**config.mk**
```make
export PLATFORM = sky130hd
export DESIGN_NAME = lcd_write_field
export DESIGN_NICKNAME = d
export VERILOG_FILES = /design/src/rtl/lcd_write_field.sv
export SDC_FILE = /design/constraint.sdc
export NUM_CORES = 1
export LEC_CHECK = 0
export ABC_AREA = 1
export CORE_ASPECT_RATIO = 1.2
export CORE_UTILIZATION = 33
export DETAILED_ROUTE_END_ITERATION = 7
export PLACE_DENSITY = 0.63
export SLEW_MARGIN = 10
export SYNTH_ARGS = -nofsm -noshare
export SYNTH_HDL_FRONTEND = slang
export SYNTH_SLANG_ARGS = --single-unit
```
**constraint.sdc**
```tcl
create_clock -name clk -period 1.5 [get_ports clk]
set_clock_uncertainty 0.2 [all_clocks]
set_input_delay 0.45 -clock clk [delete_from_list [all_inputs] [get_ports clk]]
set_output_delay 0.45 -clock clk [all_outputs]
set_load 0.05 [all_outputs]
```
**src/rtl/lcd_write_field.sv**
```systemverilog
// Prints a NUM_DIGITS hex number at (row, col) on an HD44780-style LCD by
// sequencing byte/nibble transfers to lcd_display; runs the 4-bit init sequence after reset.
module lcd_write_field #(
  parameter int          NUM_DIGITS = 8,
  parameter logic [31:0] PWRUP_DLY  = 32'd10000000,
  parameter logic [31:0] CLR_DLY    = 32'd1000000,
  parameter logic [31:0] CMD_DLY    = 32'd20000
) (
  input  logic                    clk,
  input  logic                    rst_n,
  input  logic [4*NUM_DIGITS-1:0] if_data,
  input  logic                    if_row,
  input  logic [3:0]              if_col,
  input  logic                    if_blank,
  input  logic                    if_clear,
  input  logic                    if_write,
  output logic                    if_ready,
  output logic [7:0]              disp_data,
  output logic                    disp_rs,
  output logic [31:0]             disp_delay,
  output logic                    disp_b8,
  output logic                    disp_write,
  input  logic                    disp_ready
);

  localparam int DW = 4 * NUM_DIGITS;
  localparam int CW = $clog2(NUM_DIGITS + 1);
  localparam logic [CW-1:0] LAST = CW'(NUM_DIGITS - 1);
  localparam logic PH_ISSUE = 1'b0;
  localparam logic PH_WAIT  = 1'b1;

  typedef enum logic [2:0] {S_INIT, S_IDLE, S_CLEAR, S_ADDR, S_DIGIT} state_t;

  state_t          state, state_nx;
  logic            phase, phase_nx;
  logic [1:0]      gap, gap_nx;
  logic [2:0]      step, step_nx;
  logic [CW-1:0]   dcnt, dcnt_nx;
  logic [DW-1:0]   shreg, shreg_nx;
  logic            row_q, row_nx;
  logic [3:0]      col_q, col_nx;
  logic            blank_q, blank_nx;
  logic            lead, lead_nx;
  logic [7:0]      data_nx;
  logic            rs_nx, b8_nx, write_nx;
  logic [31:0]     dly_nx;
  logic            issue, done;
  logic [3:0]      msd;

  assign if_ready = (state == S_IDLE);
  assign msd      = shreg[DW-1 -: 4];
  assign issue    = (phase == PH_ISSUE) && disp_ready;
  // gap covers the pulse cycle and the one after, while lcd_display may still report stale ready
  assign done     = (phase == PH_WAIT) && (gap == 2'd0) && disp_ready;

  always_comb begin
    state_nx = state;
    phase_nx = phase;
    gap_nx   = gap;
    step_nx  = step;
    dcnt_nx  = dcnt;
    shreg_nx = shreg;
    row_nx   = row_q;
    col_nx   = col_q;
    blank_nx = blank_q;
    lead_nx  = lead;
    data_nx  = disp_data;
    rs_nx    = disp_rs;
    b8_nx    = disp_b8;
    dly_nx   = disp_delay;
    write_nx = 1'b0;

    if (phase == PH_WAIT && gap != 2'd0) gap_nx = gap - 2'd1;

    if (issue && state != S_IDLE) begin
      write_nx = 1'b1;
      phase_nx = PH_WAIT;
      gap_nx   = 2'd2;
      rs_nx    = 1'b0;
      b8_nx    = 1'b1;
      dly_nx   = CMD_DLY;
    end

    case (state)
      S_INIT: begin
        if (issue) begin
          case (step)
            3'd0:    begin data_nx = 8'h30; b8_nx = 1'b0; dly_nx = PWRUP_DLY; end
            3'd1:    begin data_nx = 8'h30; b8_nx = 1'b0; end
            3'd2:    begin data_nx = 8'h30; b8_nx = 1'b0; dly_nx = CLR_DLY; end
            3'd3:    begin data_nx = 8'h20; b8_nx = 1'b0; end
            3'd4:    data_nx = 8'h28;
            3'd5:    data_nx = 8'h06;
            3'd6:    data_nx = 8'h0C;
            default: begin data_nx = 8'h01; dly_nx = CLR_DLY; end
          endcase
        end
        if (done) begin
          phase_nx = PH_ISSUE;
          if (step == 3'd7) begin
            state_nx = S_IDLE;
            step_nx  = 3'd0;
          end else begin
            step_nx = step + 3'd1;
          end
        end
      end
      S_IDLE: begin
        if (if_write) begin
          shreg_nx = if_data;
          row_nx   = if_row;
          col_nx   = if_col;
          blank_nx = if_blank;
          lead_nx  = 1'b1;
          dcnt_nx  = '0;
          phase_nx = PH_ISSUE;
          state_nx = if_clear ? S_CLEAR : S_ADDR;
        end
      end
      S_CLEAR: begin
        if (issue) begin
          data_nx = 8'h01;
          dly_nx  = CLR_DLY;
        end
        if (done) begin
          phase_nx = PH_ISSUE;
          state_nx = S_ADDR;
        end
      end
      S_ADDR: begin
        if (issue) data_nx = {1'b1, row_q, 2'b00, col_q};
        if (done) begin
          phase_nx = PH_ISSUE;
          state_nx = S_DIGIT;
          dcnt_nx  = '0;
        end
      end
      S_DIGIT: begin
        if (issue) begin
          rs_nx = 1'b1;
          // the LSD is never blanked so a zero value still shows one '0'
          if (blank_q && lead && msd == 4'h0 && dcnt != LAST) begin
            data_nx = 8'h20;
          end else begin
            lead_nx = 1'b0;
            data_nx = (msd <= 4'd9) ? 8'h30 + {4'h0, msd} : 8'h37 + {4'h0, msd};
          end
          shreg_nx = shreg << 4;
        end
        if (done) begin
          phase_nx = PH_ISSUE;
          if (dcnt == LAST) begin
            state_nx = S_IDLE;
            dcnt_nx  = '0;
          end else begin
            dcnt_nx = dcnt + 1'b1;
          end
        end
      end
      default: state_nx = S_INIT;
    endcase
  end

  always_ff @(posedge clk or negedge rst_n) begin
    if (!rst_n) begin
      state      <= S_INIT;
      phase      <= PH_ISSUE;
      gap        <= 2'd0;
      step       <= 3'd0;
      dcnt       <= '0;
      shreg      <= '0;
      row_q      <= 1'b0;
      col_q      <= 4'd0;
      blank_q    <= 1'b0;
      lead       <= 1'b0;
      disp_data  <= 8'h00;
      disp_rs    <= 1'b0;
      disp_b8    <= 1'b0;
      disp_delay <= 32'd0;
      disp_write <= 1'b0;
    end else begin
      state      <= state_nx;
      phase      <= phase_nx;
      gap        <= gap_nx;
      step       <= step_nx;
      dcnt       <= dcnt_nx;
      shreg      <= shreg_nx;
      row_q      <= row_nx;
      col_q      <= col_nx;
      blank_q    <= blank_nx;
      lead       <= lead_nx;
      disp_data  <= data_nx;
      disp_rs    <= rs_nx;
      disp_b8    <= b8_nx;
      disp_delay <= dly_nx;
      disp_write <= write_nx;
    end
  end

endmodule

```
Yosys cells after proc, flatten, opt, wreduce, memory -nomap -nowiden
Index checks and enable logic that the tools add are counted.
{"block": "op_classes", "n_reduce_logical": 28, "mux": 49, "order_cmp": 1, "bitwise_logic": 1, "eq_ne": 26, "addsub": 5}
{"operator": "case mux 32 bit (2 select lines)", "n": 3}
{"operator": "two-way mux 32 bit", "n": 5}
{"operator": "two-way mux 8 bit", "n": 4}
{"operator": "case mux 8 bit (4 select lines)", "n": 1}
{"operator": "case mux 6 bit (5 select lines)", "n": 1}
{"operator": "two-way mux 3 bit", "n": 8}
{"operator": "!= test 2 bit, second input constant", "n": 12}
{"operator": "two-way mux 4 bit", "n": 4}
{"operator": "equality test 3 bit, second input constant", "n": 5}
{"operator": "two-way mux 1 bit", "n": 15}
{"operator": "case mux 3 bit (5 select lines)", "n": 1}
{"operator": "adder 6 x 4 -> 7 bit, first input constant", "n": 2}
{"operator": "two-way mux 7 bit", "n": 2}
{"operator": "equality test 3 x 2 -> 1 bit, second input constant", "n": 4}
{"operator": "case mux 4 bit (3 select lines)", "n": 1}
{"operator": "logical AND 1 bit", "n": 8}
{"operator": "AND reduction 4 bit", "n": 2}
{"operator": "OR reduction 4 bit", "n": 2}
{"operator": "AND reduction 7 bit", "n": 1}
{"operator": "equality test 3 x 1 -> 1 bit, second input constant", "n": 2}
{"operator": "logical NOT 3 bit", "n": 2}
{"operator": "nonzero test 2 bit", "n": 3}
{"operator": "AND reduction 5 bit", "n": 1}
{"operator": "OR reduction 5 bit", "n": 1}
{"operator": "17 further kinds", "n": 20}
{"block": "word_totals", "input_bits": 43, "output_inout_bits": 44, "ff_bits": 95, "wordCells": 125}

Longest topological paths before layout
{"block": "depth", "ltp_word": 7, "ltp_mapped": 11, "ltp_nobuf": 11}

Least setup slack after synthesis
OpenSTA, ideal clock, no wires.
{"block": "synth_path", "path_kind": "reg-to-reg", "startpoint": "register step[0]", "endpoint": "register disp_delay[16]", "path_buffers": 0, "setup_slack_ps": -173, "required_ps": 1161, "path_stages_with_launch": 8, "setup_time_ps": 139, "arrival_ps": 1334, "period_less_slack_ps": 1673, "cell_sequence": "dfrtp_1 > inv_1 > ha_1 > inv_1 > nand2_1 > o21ai_0 > o21ai_0 > a21oi_1"}
{"block": "synth_between", "elab_chain_len": 5, "word_cells_on_any_way": 10, "cone_classes": "eq/ne (5); mux (3); reduce/logical (2)"}
{"item": "start, declared", "line": "37", "rtl": "logic [2:0] step, step_nx;"}
{"item": "start signal, assigned", "line": "185", "rtl": "step <= step_nx;"}
{"item": "equality test 3 bit, or another cell as far along", "line": "87", "rtl": "case (step)"}
{"item": "OR reduction 5 bit (no line)"}
{"item": "case mux 32 bit (2 select lines) *", "line": "87"}
{"item": "two-way mux 32 bit *", "line": "86", "rtl": "if (issue) begin"}
{"item": "case mux 32 bit (2 select lines) *", "line": "84", "rtl": "case (state)"}
{"item": "named net dly_nx[16]", "line": "46", "rtl": "logic [31:0] dly_nx;"}
{"item": "end signal, assigned", "line": "195", "rtl": "disp_delay <= dly_nx;"}
{"item": "end, declared", "line": "20", "rtl": "output logic [31:0] disp_delay,"}
The timed path passes the listed nets; every way through them passes the cells marked *.
A chain may end at the register's enable or synchronous reset.

Worst setup path in the final report
{"block": "layout_path", "startpoint": "register state[2]", "endpoint": "output port if_ready"}
{"block": "layout_between", "elab_chain_len": 1}
{"item": "start, declared", "line": "34", "rtl": "state_t state, state_nx;"}
{"item": "start signal, assigned", "line": "182", "rtl": "state <= state_nx;"}
{"item": "equality test 3 x 1 -> 1 bit", "line": "50", "rtl": "assign if_ready = (state == S_IDLE);"}
{"item": "end, declared", "line": "17", "rtl": "output logic if_ready,"}
No other way between the ends.

==> qor.csv <==
metric;value;unit
CP arrival;1.18;ns
cell breakdown of the critical path;inv_2 > nand3_4 > inv_8 > buf_12;
syn avg cell area;8.557;um^2
Filler cells;1016;
Synth area leader;dfrtp_1;
Clk pwr share;14.3;%
hold crit path type;register to register;
reg-to-reg endpoint;state[1];
period utilisation layout;122.0;%
Post-DP HPWL;8229;um
MaxCap Viol Count;0;
P_leak;3.814;nW
CTS Buffer Depth;2;
All-Layer GR Usage;19.20;%
Finish-stage setup viols;139;
Post-DP Area;6630;um^2
DR pass1 iterations;4;
Post-Syn Nets;587;
peak supply drop;0.001133;V
Post-Route Utilization;62.77;%
Synth Register Bits;95;
sequential share of the synthesized area;51.93;%
clock root buffer;clkbuf_16;
clock slew at reported path FFs;0.07;ns
synth unique cells;36;
Int Power;9.263;mW
DRC viols;0;
Initial Utilization;34.29;%
failing checks;negative setup slack;
top cell type's share of synthesized area;51.93;%
first-pass GRT wire length;21420;um
reported net switching power;6.488;mW
Logic pwr share;59.2;%
worst rel slew slack;75.90;%
CP max-delay cell;dfrtp_1;
reg2reg start;state[2];
Synth area leaders;dfrtp_1, nand2_1, inv_1;
Worst EP required;0.85;ns
fin nets;806;
WHS Path Cells;2;
CP Max Fanout;2;
total chip power;15.75;mW
Routed WL per cell;14.82;um
DR vias/cell;4.865;
largest stage delay on the critical path;0.41;ns
Mapped Cells;535;
R2R depth;11;
die area;14350;um^2
RSZ-0062 raised after global routing;yes;
Hold Crit Start;shreg[19];
R2R Setup Slk;-0.26;ns
Startpoint Class;register;
Num CTS Buffers;9;
via count;4505;
number of placement rows;46;
Sw Ratio;41.19;%
Period minus WS final;1.829;ns
Final Hold Fails;0;
Die Ht;131.0;um
Core Area;13350;um^2
CTS tree;done;
layout cell share with drive strength beyond 1;45.12;%
input/output buffers;86;
# diodes;0;
final wirelength;13720;um
Initial DRC Count;214;
later-pin clock latency in the skew report;0.35;ns
antenna-violating nets left;0;
PwrDens;1879;nW/um^2
Layout area overhead;83.08;%
status;finished with violations;
vias in the first global route;4543;
fmax;546.6;MHz
Worst Slack Setup Final;-0.3294;ns
largest net degree at the start of global routing;44;
post-route cell area;8382;um^2
Ys Warns;0;
Ports;87;
Mapped Area;4578;um^2
clock net sink count;95;
final slew viol count;0;
critical setup path kind;register to primary output;
GRT overflow;0;
CP Capture Type;primary output;
die width;109.5;um
Seq pwr share;26.4;%
initial antenna violation count;0;
Hold EP;shreg[19];
Worst Tran Pin Value;0.3615;ns
H-tree depth;3;
Placer Congestion;0.8161;
TNS Setup;-15.82;ns
## power by group through the flow
stage	combinational [mW]	sequential [mW]	clock, mW
floorplan	2.95	4.70	0
global placement	6.31	4.11	0
detailed placement	6.47	4.14	0
CTS	8.26	4.09	2.30
global route	10.0	4.24	2.40
finish	9.33	4.16	2.26
## state kept, by name, summed over array words and instances (netlist names)
register and cells:
lead 1, col_q 4, disp_delay 32, state 3, phase 1, dcnt 4
blank_q 1, gap 2, disp_b8 1, disp_write 1, disp_data 8, shreg 32
disp_rs 1, row_q 1, step 3
## worst max-delay path: cells and delay by family (launching register included)
kind | cells | cell delay, ns
buf+inv | 3 | 0.30
flops | 1 | 0.41
simple gates | 1 | 0.12
## what timing repair did
item / in CTS / in global routing
hold endpoints to repair: 16 / 0
setup buffers: 44 / 30
endpoints found under the setup margin: 139 / 137
pin swaps: 22 / 25
resized for setup: 122 / 103
hold buffers: 1 / 0
cloned: 11 / 2
## cell type report
| type | instances | area (um^2) | area share, % |
|---|---|---|---|
| clock buffer | 10 | 229.0 | 2.732 |
| clock inverter | 5 | 60.06 | 0.7165 |
| inverter | 78 | 320.3 | 3.821 |
| multi-input combinational | 344 | 2382 | 28.42 |
| sequential | 95 | 2384 | 28.44 |
| tap | 168 | 210.2 | 2.508 |
| timing repair buffer | 226 | 2796 | 33.36 |
## logic make-up (layout without fill, tap and decap cells)
group / after synthesis / after routing / share of synthesized area (%)
compound gates: 106 / 106 / 14.49
fa+ha+maj: 9 / 9 / 2.460
buf+inv: 98 / 319 / 9.128
flops: 95 / 95 / 51.93
mux: 5 / 5 / 1.202
simple gates: 222 / 224 / 20.80
## through the flow
| step | worst slack (ns) | hold WS [ns] | cells |
|---|---|---|---|
| floorplan | -0.03871 | -0.04559 | 535 |
| global placement | -0.6340 | 0.1539 | 834 |
| detailed placement | -0.6667 | 0.1542 | 834 |
| CTS | -0.3154 | 0.3105 | 905 |
| global route | -0.3547 | 0.3356 | 926 |
| finish | -0.3294 | 0.3049 | 926 |
## cell usage after synthesis, drive strengths merged
| cell type | number |
|---|---|
| nand3 | 28 |
| a21boi | 1 |
| nand3b | 1 |
| a22oi | 1 |
| or2 | 2 |
| clkbuf | 1 |
| a31oi | 3 |
| a21oi | 17 |
| mux2i | 1 |
| o21ai | 56 |
| nor2 | 49 |
| o211ai | 27 |
| and2 | 1 |
| ha | 9 |
| o21bai | 1 |
| nand4 | 5 |
| nor3 | 4 |
| inv | 77 |
| mux2 | 4 |
| dfrtp | 95 |
| nand2 | 132 |
| buf | 19 |
| clkinv | 1 |
## worst max path at each step
| stage | from | endpoint | depth (start not counted) |
|---|---|---|---|
| 2_1_floorplan | state[2] | shreg[31] | 8 |
| 3_3_place_gp | disp_ready | shreg[8] | 8 |
| 3_5_place_dp | disp_ready | shreg[22] | 8 |
| 4_1_cts | state[2] | if_ready | 4 |
| 5_1_grt | state[2] | if_ready | 4 |
| 6_report | state[2] | if_ready | 4 |
## cell usage in the layout (no fill, tap or decap), types with 4 or more instances in the layout
cell,instances
o21ai_2,21
buf_16,4
nand2_4,13
ha_4,4
nand2_2,17
inv_1,62
dfrtp_2,5
nand2_8,7
o211ai_2,10
buf_4,86
nand3_1,16
clkdlybuf4s50_1,39
a21oi_1,9
ha_1,5
nand3_4,5
nor2_2,12
buf_12,60
nand4_1,5
dfrtp_1,90
o211ai_1,17
mux2_2,4
nor2_4,8
nand3_2,7
o21ai_1,31
inv_2,10
nor2_1,29
clkbuf_16,11
nand2_1,97
buf_6,29
a21oi_2,7
## routing by layer
layer	global-route usage, %	routed length (um)	vias up
met5	0	0	-
met4	6.667	353	0
met3	3.224	455	29
met2	35.00	7457	108
met1	22.63	5451	2191
li1	-	-	2177
Note: power is estimated with default switching activity, not from simulation.
